File: src/rtl/otter_mmio_pkg.sv
// Shared OTTER MMIO map: keyboard FIFO addresses and CTRL register bit positions.
package otter_mmio_pkg;

   localparam logic [31:0] DATA_AD   = 32'h1120_0000;
   localparam logic [31:0] STATUS_AD = 32'h1124_0000;
   localparam logic [31:0] CTRL_AD   = 32'h1124_0000;

   localparam int POP_BIT   = 0;
   localparam int FLUSH_BIT = 1;

endpackage

File: src/rtl/kbd_scancode_fifo_if.sv
// Keyboard scancode input plus MCU IOBUS read/write signals for the scancode FIFO.
interface kbd_scancode_fifo_if;

   logic        scan_stb;
   logic [7:0]  scancode;
   logic [31:0] iobus_addr;
   logic [31:0] iobus_out;
   logic        iobus_wr;
   logic [31:0] rd_data;
   logic        intr;

   modport master (
      output scan_stb, scancode, iobus_addr, iobus_out, iobus_wr,
      input  rd_data, intr
   );

   modport slave (
      input  scan_stb, scancode, iobus_addr, iobus_out, iobus_wr,
      output rd_data, intr
   );

endinterface

File: src/rtl/kbd_scancode_fifo_edge_detect_rise.sv
// One-cycle pulse on a rising edge of i_sig; the reset value of the history bit is settable.
module edge_detect_rise #(
   parameter logic RST_VAL = 1'b0
) (
   input  logic i_clk,
   input  logic i_rst,
   input  logic i_sig,
   output logic o_pulse
);

   logic r_prev;

   // NOTE: sequential state always uses non-blocking assignments so every flop samples pre-edge values.
   always_ff @(posedge i_clk) begin
      if (i_rst) r_prev <= RST_VAL;
      else       r_prev <= i_sig;
   end

   assign o_pulse = i_sig & ~r_prev;

endmodule

File: src/rtl/kbd_scancode_fifo.sv
// PS/2 scancode FIFO exposed as MMIO head/status reads and a POP/FLUSH control write.
// Define KBD_FIFO_OVF_CNT_EN to report a saturating dropped-byte count in STATUS[31:24].
module kbd_scancode_fifo
   import otter_mmio_pkg::*;
#(
   parameter int DEPTH = 8
) (
   input  logic                i_clk,
   input  logic                i_rst,
   kbd_scancode_fifo_if.slave  bus
);

   localparam int AW = $clog2(DEPTH);
   localparam logic [AW-1:0] PTR_ONE  = 1;
   localparam logic [AW:0]   CNT_ONE  = 1;
   localparam logic [AW:0]   CNT_FULL = (AW+1)'(DEPTH);

   logic [7:0]    r_mem [DEPTH];
   logic [AW-1:0] r_wr_ptr, r_rd_ptr;
   logic [AW:0]   r_count;
   logic          r_ovf, r_intr;

   logic          w_push, w_wr_ctrl, w_flush, w_pop, w_push_ok, w_drop;
   logic          w_empty, w_full;
   logic [AW:0]   w_count_next;
   logic [7:0]    w_ovf_hi;
   logic [31:0]   w_status;

   // Prev register resets to 1 so a strobe already high at reset release is not a push.
   edge_detect_rise #(.RST_VAL(1'b1)) u_stb_edge (
      .i_clk   (i_clk),
      .i_rst   (i_rst),
      .i_sig   (bus.scan_stb),
      .o_pulse (w_push)
   );

   assign w_empty   = (r_count == '0);
   assign w_full    = (r_count == CNT_FULL);
   assign w_wr_ctrl = bus.iobus_wr && (bus.iobus_addr == CTRL_AD);
   assign w_flush   = w_wr_ctrl && bus.iobus_out[FLUSH_BIT];
   assign w_pop     = w_wr_ctrl && bus.iobus_out[POP_BIT] && !w_flush && !w_empty;
   assign w_push_ok = w_push && !w_flush && (!w_full || w_pop);
   assign w_drop    = w_push && !w_flush && w_full && !w_pop;

   // NOTE: every always_comb output gets a default first so no latch is inferred.
   always_comb begin
      w_count_next = r_count;
      if (w_push_ok && !w_pop)      w_count_next = r_count + CNT_ONE;
      else if (w_pop && !w_push_ok) w_count_next = r_count - CNT_ONE;
   end

   always_ff @(posedge i_clk) begin
      if (i_rst || w_flush) begin
         r_wr_ptr <= '0;
         r_rd_ptr <= '0;
         r_count  <= '0;
         r_ovf    <= 1'b0;
         r_intr   <= 1'b0;
      end else begin
         if (w_push_ok) r_wr_ptr <= r_wr_ptr + PTR_ONE;
         if (w_pop)     r_rd_ptr <= r_rd_ptr + PTR_ONE;
         if (w_drop)    r_ovf    <= 1'b1;
         r_count <= w_count_next;
         r_intr  <= (w_push_ok && w_empty) || (w_pop && (w_count_next != '0));
      end
   end

   // NOTE: storage has no reset; contents are only visible through the pointers, which do reset.
   always_ff @(posedge i_clk) begin
      if (w_push_ok) r_mem[r_wr_ptr] <= bus.scancode;
   end

`ifdef KBD_FIFO_OVF_CNT_EN
   logic [7:0] r_ovf_cnt;

   always_ff @(posedge i_clk) begin
      if (i_rst || w_flush)                r_ovf_cnt <= '0;
      else if (w_drop && r_ovf_cnt != '1) r_ovf_cnt <= r_ovf_cnt + 8'd1;
   end

   assign w_ovf_hi = r_ovf_cnt;
`else
   assign w_ovf_hi = 8'h00;
`endif

   assign w_status = {w_ovf_hi, 8'h00, 8'(r_count), 5'b0, r_ovf, w_full, w_empty};

   always_comb begin
      bus.rd_data = 32'h0;
      if (bus.iobus_addr == DATA_AD) begin
         if (!w_empty) bus.rd_data = {24'h0, r_mem[r_rd_ptr]};
      end else if (bus.iobus_addr == STATUS_AD) begin
         bus.rd_data = w_status;
      end
   end

   assign bus.intr = r_intr;

endmodule

File: src/flat_wrapper.sv
// flat-port wrapper written by rule: the top's interface ports become plain ports
module kbd_scancode_fifo_flat import otter_mmio_pkg::*;
#(
   parameter int DEPTH = 8
)
  (i_clk, i_rst, bus_scan_stb, bus_scancode, bus_iobus_addr, bus_iobus_out, bus_iobus_wr, bus_rd_data, bus_intr);
  kbd_scancode_fifo_if bus_i ();
  input  logic i_clk;
  input  logic i_rst;
  input wire logic [$bits(bus_i.scan_stb)-1:0] bus_scan_stb;
  input wire logic [$bits(bus_i.scancode)-1:0] bus_scancode;
  input wire logic [$bits(bus_i.iobus_addr)-1:0] bus_iobus_addr;
  input wire logic [$bits(bus_i.iobus_out)-1:0] bus_iobus_out;
  input wire logic [$bits(bus_i.iobus_wr)-1:0] bus_iobus_wr;
  output wire logic [$bits(bus_i.rd_data)-1:0] bus_rd_data;
  output wire logic [$bits(bus_i.intr)-1:0] bus_intr;
  assign bus_i.scan_stb = bus_scan_stb;
  assign bus_i.scancode = bus_scancode;
  assign bus_i.iobus_addr = bus_iobus_addr;
  assign bus_i.iobus_out = bus_iobus_out;
  assign bus_i.iobus_wr = bus_iobus_wr;
  assign bus_rd_data = bus_i.rd_data;
  assign bus_intr = bus_i.intr;
  kbd_scancode_fifo #(.DEPTH(DEPTH)) u_core (.i_clk(i_clk), .i_rst(i_rst), .bus(bus_i));
endmodule
File: config.mk
export PLATFORM = sky130hd
export DESIGN_NAME = kbd_scancode_fifo_flat
export DESIGN_NICKNAME = d
export VERILOG_FILES = /design/src/rtl/otter_mmio_pkg.sv /design/src/rtl/kbd_scancode_fifo_if.sv /design/src/rtl/kbd_scancode_fifo_edge_detect_rise.sv /design/src/rtl/kbd_scancode_fifo.sv /design/src/flat_wrapper.sv
export SDC_FILE = /design/constraint.sdc
export NUM_CORES = 1
export LEC_CHECK = 0
export CORE_MARGIN = 1
export CORE_UTILIZATION = 48
export DETAILED_ROUTE_END_ITERATION = 16
export MAX_ROUTING_LAYER = met4
export PLACE_DENSITY = 0.85
export SETUP_SLACK_MARGIN = 0.5
export SYNTH_ARGS = -nofsm -noshare
export SYNTH_HDL_FRONTEND = slang
export SYNTH_HIERARCHICAL = 1
export SYNTH_SLANG_ARGS = --single-unit
File: constraint.sdc
create_clock -name i_clk -period 3.4 [get_ports i_clk]
set_input_delay 0.68 -clock i_clk [delete_from_list [all_inputs] [get_ports i_clk]]
set_output_delay 0.68 -clock i_clk [all_outputs]
set_load 0.02 [all_outputs]
# After elaboration in Yosys (flattened, before gate mapping)

Memories as Yosys holds them, arrays and structs flattened. A register that Yosys moved wholly into a read port is not among the register bits.
Index checks and enable logic that the tools add are counted.

Flip-flop bits (word level): 13
RAM bits: 64
Input bits: 76
Output and inout bits: 33
Memories kept: 1

Memory list:

| name         | words | width | read ports | clocked after memory_dff | wr ports | line                    | text |
|---|---|---|---|---|---|---|---|
| u_core.r_mem | 8     | 8     | 1          | 1                        | 1        | kbd_scancode_fifo.sv:18 | `logic [7:0] r_mem [DEPTH];` |

$add $sub $neg: 4
Equal/unequal tests: 3
Muxes and demuxes: 9
Bitwise gates (word level): 2
Reductions and logical operators: 23

Operator list:

| kind                                                                    | count |
|---|---|
| 32-bit by 29-bit equality test with 1-bit output, second input constant | 2 |
| 32-bit 2-to-1 mux                                                       | 1 |
| 1-bit logical AND                                                       | 13 |
| 12-bit 2-to-1 mux                                                       | 1 |
| 4-bit 2-to-1 mux                                                        | 2 |
| 8-bit 2-to-1 mux                                                        | 1 |
| 3-bit by 1-bit adder with 3-bit output, second input constant           | 2 |
| 3-bit 2-to-1 mux                                                        | 2 |
| 1-bit logical NOT                                                       | 5 |
| 4-bit by 1-bit adder with 4-bit output, second input constant           | 1 |
| 4-bit equality test, second input constant                              | 1 |
| 4-bit logical NOT                                                       | 1 |
| 4-bit nonzero test                                                      | 1 |
| 4-bit by 1-bit subtractor with 4-bit output, second input constant      | 1 |
| 1-bit logical OR                                                        | 3 |
| 1-bit 2-to-1 mux                                                        | 2 |
| 1-bit bitwise AND                                                       | 1 |
| 1-bit NOT                                                               | 1 |

# Longest topological paths before layout

Word-level depth: 15
Gate-level depth with buffers: 8

# Modules after synthesis

The synthesis kept the hierarchy.

Modules (own cells, without submodules):

| module            | times used | cells an instance | area each (um2) |
|---|---|---|---|
| kbd_scancode_fifo | 1          | 253               | 3,716.1 |
| edge_detect_rise  | 1          | 3                 | 32.5 |

# Least setup slack after synthesis

Ideal clock, no wire load.

Path type: in2reg
Start: input port bus_iobus_addr[30]
End: memory u_core.r_mem[2][0] (enable)
Arrival time: 2.749 ns
Setup slack: 0.254 ns
Stages: 7
Buffers on the path: 1
Path through: nor4_2 > and4_1 > buf_6 > nand4_2 > a21oi_1 > nand2_1 > nor4b_1

Longest elaborated chain between the ends: 10

RTL lines:

| element                                              | line                                             | text |
|---|---|---|
| start: declaration                                   | flat_wrapper.sv:12                               | `input wire logic [$bits(bus_i.iobus_addr)-1:0] bus_iobus_addr;` |
| 32-bit by 29-bit equality test with 1-bit output (*) | kbd_scancode_fifo.sv:39                          | `assign w_wr_ctrl = bus.iobus_wr && (bus.iobus_addr == CTRL_AD);` |
| 1-bit logical AND (*)                                | kbd_scancode_fifo.sv:39                          |  |
| 1-bit logical AND                                    | kbd_scancode_fifo.sv:40                          | `assign w_flush = w_wr_ctrl && bus.iobus_out[FLUSH_BIT];` |
| 1-bit logical NOT                                    | kbd_scancode_fifo.sv:41, kbd_scancode_fifo.sv:42 |  |
| 1-bit logical AND (2 in series)                      | kbd_scancode_fifo.sv:41                          | `assign w_pop = w_wr_ctrl && bus.iobus_out[POP_BIT] && !w_flush && !w_empty;` |
| 1-bit logical OR                                     | kbd_scancode_fifo.sv:42                          | `assign w_push_ok = w_push && !w_flush && (!w_full \|\| w_pop);` |
| 1-bit logical AND (*)                                | kbd_scancode_fifo.sv:42                          |  |
| 1-bit 2-to-1 mux (*)                                 | kbd_scancode_fifo.sv:70                          | `if (w_push_ok) r_mem[r_wr_ptr] <= bus.scancode;` |
| 1-bit 2-to-1 mux (not written as such) (*)           | kbd_scancode_fifo.sv:70                          |  |
| end: declaration                                     | kbd_scancode_fifo.sv:18                          |  |

Every way passes the cells marked *; elsewhere a longest branch is shown, timed or not.

# Final worst setup path

Start: input port bus_iobus_addr[31]
End: output port bus_rd_data[5]

Longest elaborated chain between the ends: 2

RTL lines:

| element                                          | line                    | text |
|---|---|---|
| 32-bit by 29-bit equality test with 1-bit output | kbd_scancode_fifo.sv:90 | `if (bus.iobus_addr == DATA_AD) begin` |
| 32-bit 2-to-1 mux                                | kbd_scancode_fifo.sv:90 |  |
| end: declaration                                 | flat_wrapper.sv:15      | `output wire logic [$bits(bus_i.rd_data)-1:0] bus_rd_data;` |

No other way between the ends.

==> out/qor.txt <==
synthesized area per cell: 14.6 um^2
clock sink count: 80
Sw Ratio: 22.6%
first-pass iteration count of the detailed router: 6
hpwl dp: 5270 um
Clock Skew: 0.00945 ns
Clk pin slew, worst setup/hold paths: 0.09 ns
crit-path max FO: 5
power share of the clock group: 39.8%
sequential share of power: 53.1%
total power: 2010 uW
Seq cells post-synth: 80
Iteration-0 DRC Markers: 189
Die ar.: 8170 um^2
Core Rows: 31
Tcrit/Tclk final: 83.0%
vias: 2479
Final Max Slew Viols: 0
CP startpoint kind: primary input
area grow syn2layout: 31.0%
fin crit period: 2.82 ns
drt total wl: 7940 um
clock tree root buffer cell: clkbuf_8
Tot GR Track Use: 21.7%
Net count, final: 423
commonest non-fill, non-tap cell in the layout: edfxtp_1
Post-synth EDFFs: 64
Pleak: 0.00178 uW
Seq/Total Area, Yosys: 59.8%
largest net degree at the start of global routing: 17
fmax: 0.354 GHz
ANT cells: 0
Initial Util: 50.6%
Slew Limit Headroom: 65.7%
Post-Syn Area: 3750 um^2
crit end category: output pin
initial antenna violation count: 0
die height: 90.4 um
highest-count cells in the layout ignoring fill and taps: 64 x edfxtp_1, 31 x buf_4, 20 x nor2_1, 20 x conb_1
critical path class: in2out
DRC errors left: 0
number of hold buffers added after CTS: 0
layout cells sized above 1: 30.7%
Least-Margin Pin Slew: 0.514 ns
# IOs: 109
critical path arrival: 2.14 ns
dominant synthesized flop cell: edfxtp_1
clock tree buffer depth: 2
Unique masters post-synth: 54
Post-DRT Antenna Nets: 0
port bufs: 58
first-pass GRT wire length: 12700 um
Final Core Density: 66.3%
post-layout worst setup margin: 0.579 ns
FILL cells: 518
Async S/R FF share, synth: 0%
chip width: 90.4 um
Gate Count Post-Synth: 256
Post-Layout Cell Count: 447
Final Hold Fails: 0
Pint: 1550 uW
Pwr Density: 409 nW/um^2
CTS tree: done
Synth warnings: 6
Comb power frac: 7.0%
clock latency on the worst-skew pair: 0.35 ns
Max-Cap Viols: 0
post-place setup slack: -0.194 ns
worst path required time: 2.72 ns
core area: 7410 um^2
vias per cell: 5.55
placed cells: 427
Final setup viols: 0
class of the worst hold path: reg2reg
RSZ-0062 raised after global routing: no
Routed wire per std cell: 17.8 um
Worst VDD drop: 0.000388 V
vias in the first global route: 2494
GRT overflow: 0
NetSw: 455 uW
status: finished, final reports clean
CTS buffer count: 9
H-tree levels: 3
GP Congestion: 0.873
## stage by stage
step / area (um^2) / hold WS (ns) / TNS (ns)
finish: 4910 / 0.513 / 0
global route: 4910 / 0.550 / 0
CTS: 4840 / 0.512 / 0
detailed placement: 4530 / 0.462 / -1.60
global placement: 4530 / 0.455 / -1.60
floorplan: 3840 / 0.437 / 0
## synth_stat cells, drive strengths merged, types with 3 or more instances
library cell  instances  area [um^2]
a211oi                4         47.5
buf                  26          194
edfxtp               64         1920
dfxtp                16          320
o21ai                 5         25.0
nor3b                 3         37.5
nor4                  7         83.8
nand2                 6         25.0
inv                   9         33.8
nor4b                 5         62.6
mux4                 16          360
nor3                  6         35.0
ha                    4         50.1
mux2i                11          110
nand3                 3         15.0
clkbuf                4         15.0
a21oi                 3         15.0
nand4                 6         43.8
nor2                 25         93.8
## cells by family (layout without fill, tap and decap cells)
kind of cell,after synthesis,count (layout),share of synthesized area [%]
buf+inv,39,112,6.47
other cells,1,20,0.100
fa+ha+maj,4,4,1.34
compound gates,28,28,5.84
mux,27,27,12.6
xor+xnor,4,4,0.935
flops,80,80,59.8
simple gates,73,73,13.0
## metal layers
layer / GRT usage (%) / part of all wire (%) / vias to the layer above
met5: - / 0 / -
met4: 9.14 / 2.2 / 0
li1: - / - / 1132
met3: 6.82 / 9.1 / 15
met1: 24.9 / 39 / 1185
met2: 35.2 / 50 / 147
## registers in the layout (all words and copies together) (netlist names), named ones only
signal                    count
u_core/bus.intr               1
u_core/r_wr_ptr               3
u_core/r_ovf                  1
u_core/r_rd_ptr               3
u_core/r_count                4
u_core/u_stb_edge/r_prev      1
u_core/r_mem                 64
## power groups by stage
| stage | combinational (uW) | sequential (uW) | clock (uW) |
|---|---|---|---|
| 2_1_floorplan | 80.4 | 1090 | 0 |
| 3_3_place_gp | 136 | 1090 | 0 |
| 3_5_place_dp | 140 | 1090 | 0 |
| 4_1_cts | 135 | 1070 | 814 |
| 5_1_grt | 152 | 1070 | 862 |
| 6_report | 141 | 1070 | 800 |
## worst max-delay path, cell delays in order
cell and delay [ns]:
dlygate4sd2_1 0.25, nor4b_4 0.28, and4_4 0.27, nand4_1 0.11
buf_6 0.16, buf_12 0.14, nor2_4 0.11, buf_6 0.12
## final cells by class
class	instances	area, um^2	share of cell area [%]
Inverter	9	33.8	0.688
Sequential cell	80	2240	45.7
Multi-Input combinational cell	156	1480	30.1
Tap cell	99	124	2.52
Timing Repair Buffer	87	801	16.3
Clock inverter	7	109	2.22
Clock buffer	9	124	2.52
## path summary, 6_finish.rpt
kind / startpoint / end / slack [ns] / cells past startpoint
max: bus_iobus_addr[31] / bus_rd_data[5] / 0.58 / 8
min: u_core/r_ovf / u_core/r_ovf / 0.51 / 2
max reg2reg: u_core/r_count[1] / u_core/r_mem[2][6] / 0.75 / 9
min reg2reg: u_core/r_ovf / u_core/r_ovf / 0.51 / 2
## timing repair
action,in CTS,in global routing
pin swaps,18,15
resized for setup,116,22
buffers inserted,2,2
endpoints found under the setup margin,12,20
Power figures use the tool's default switching activity.
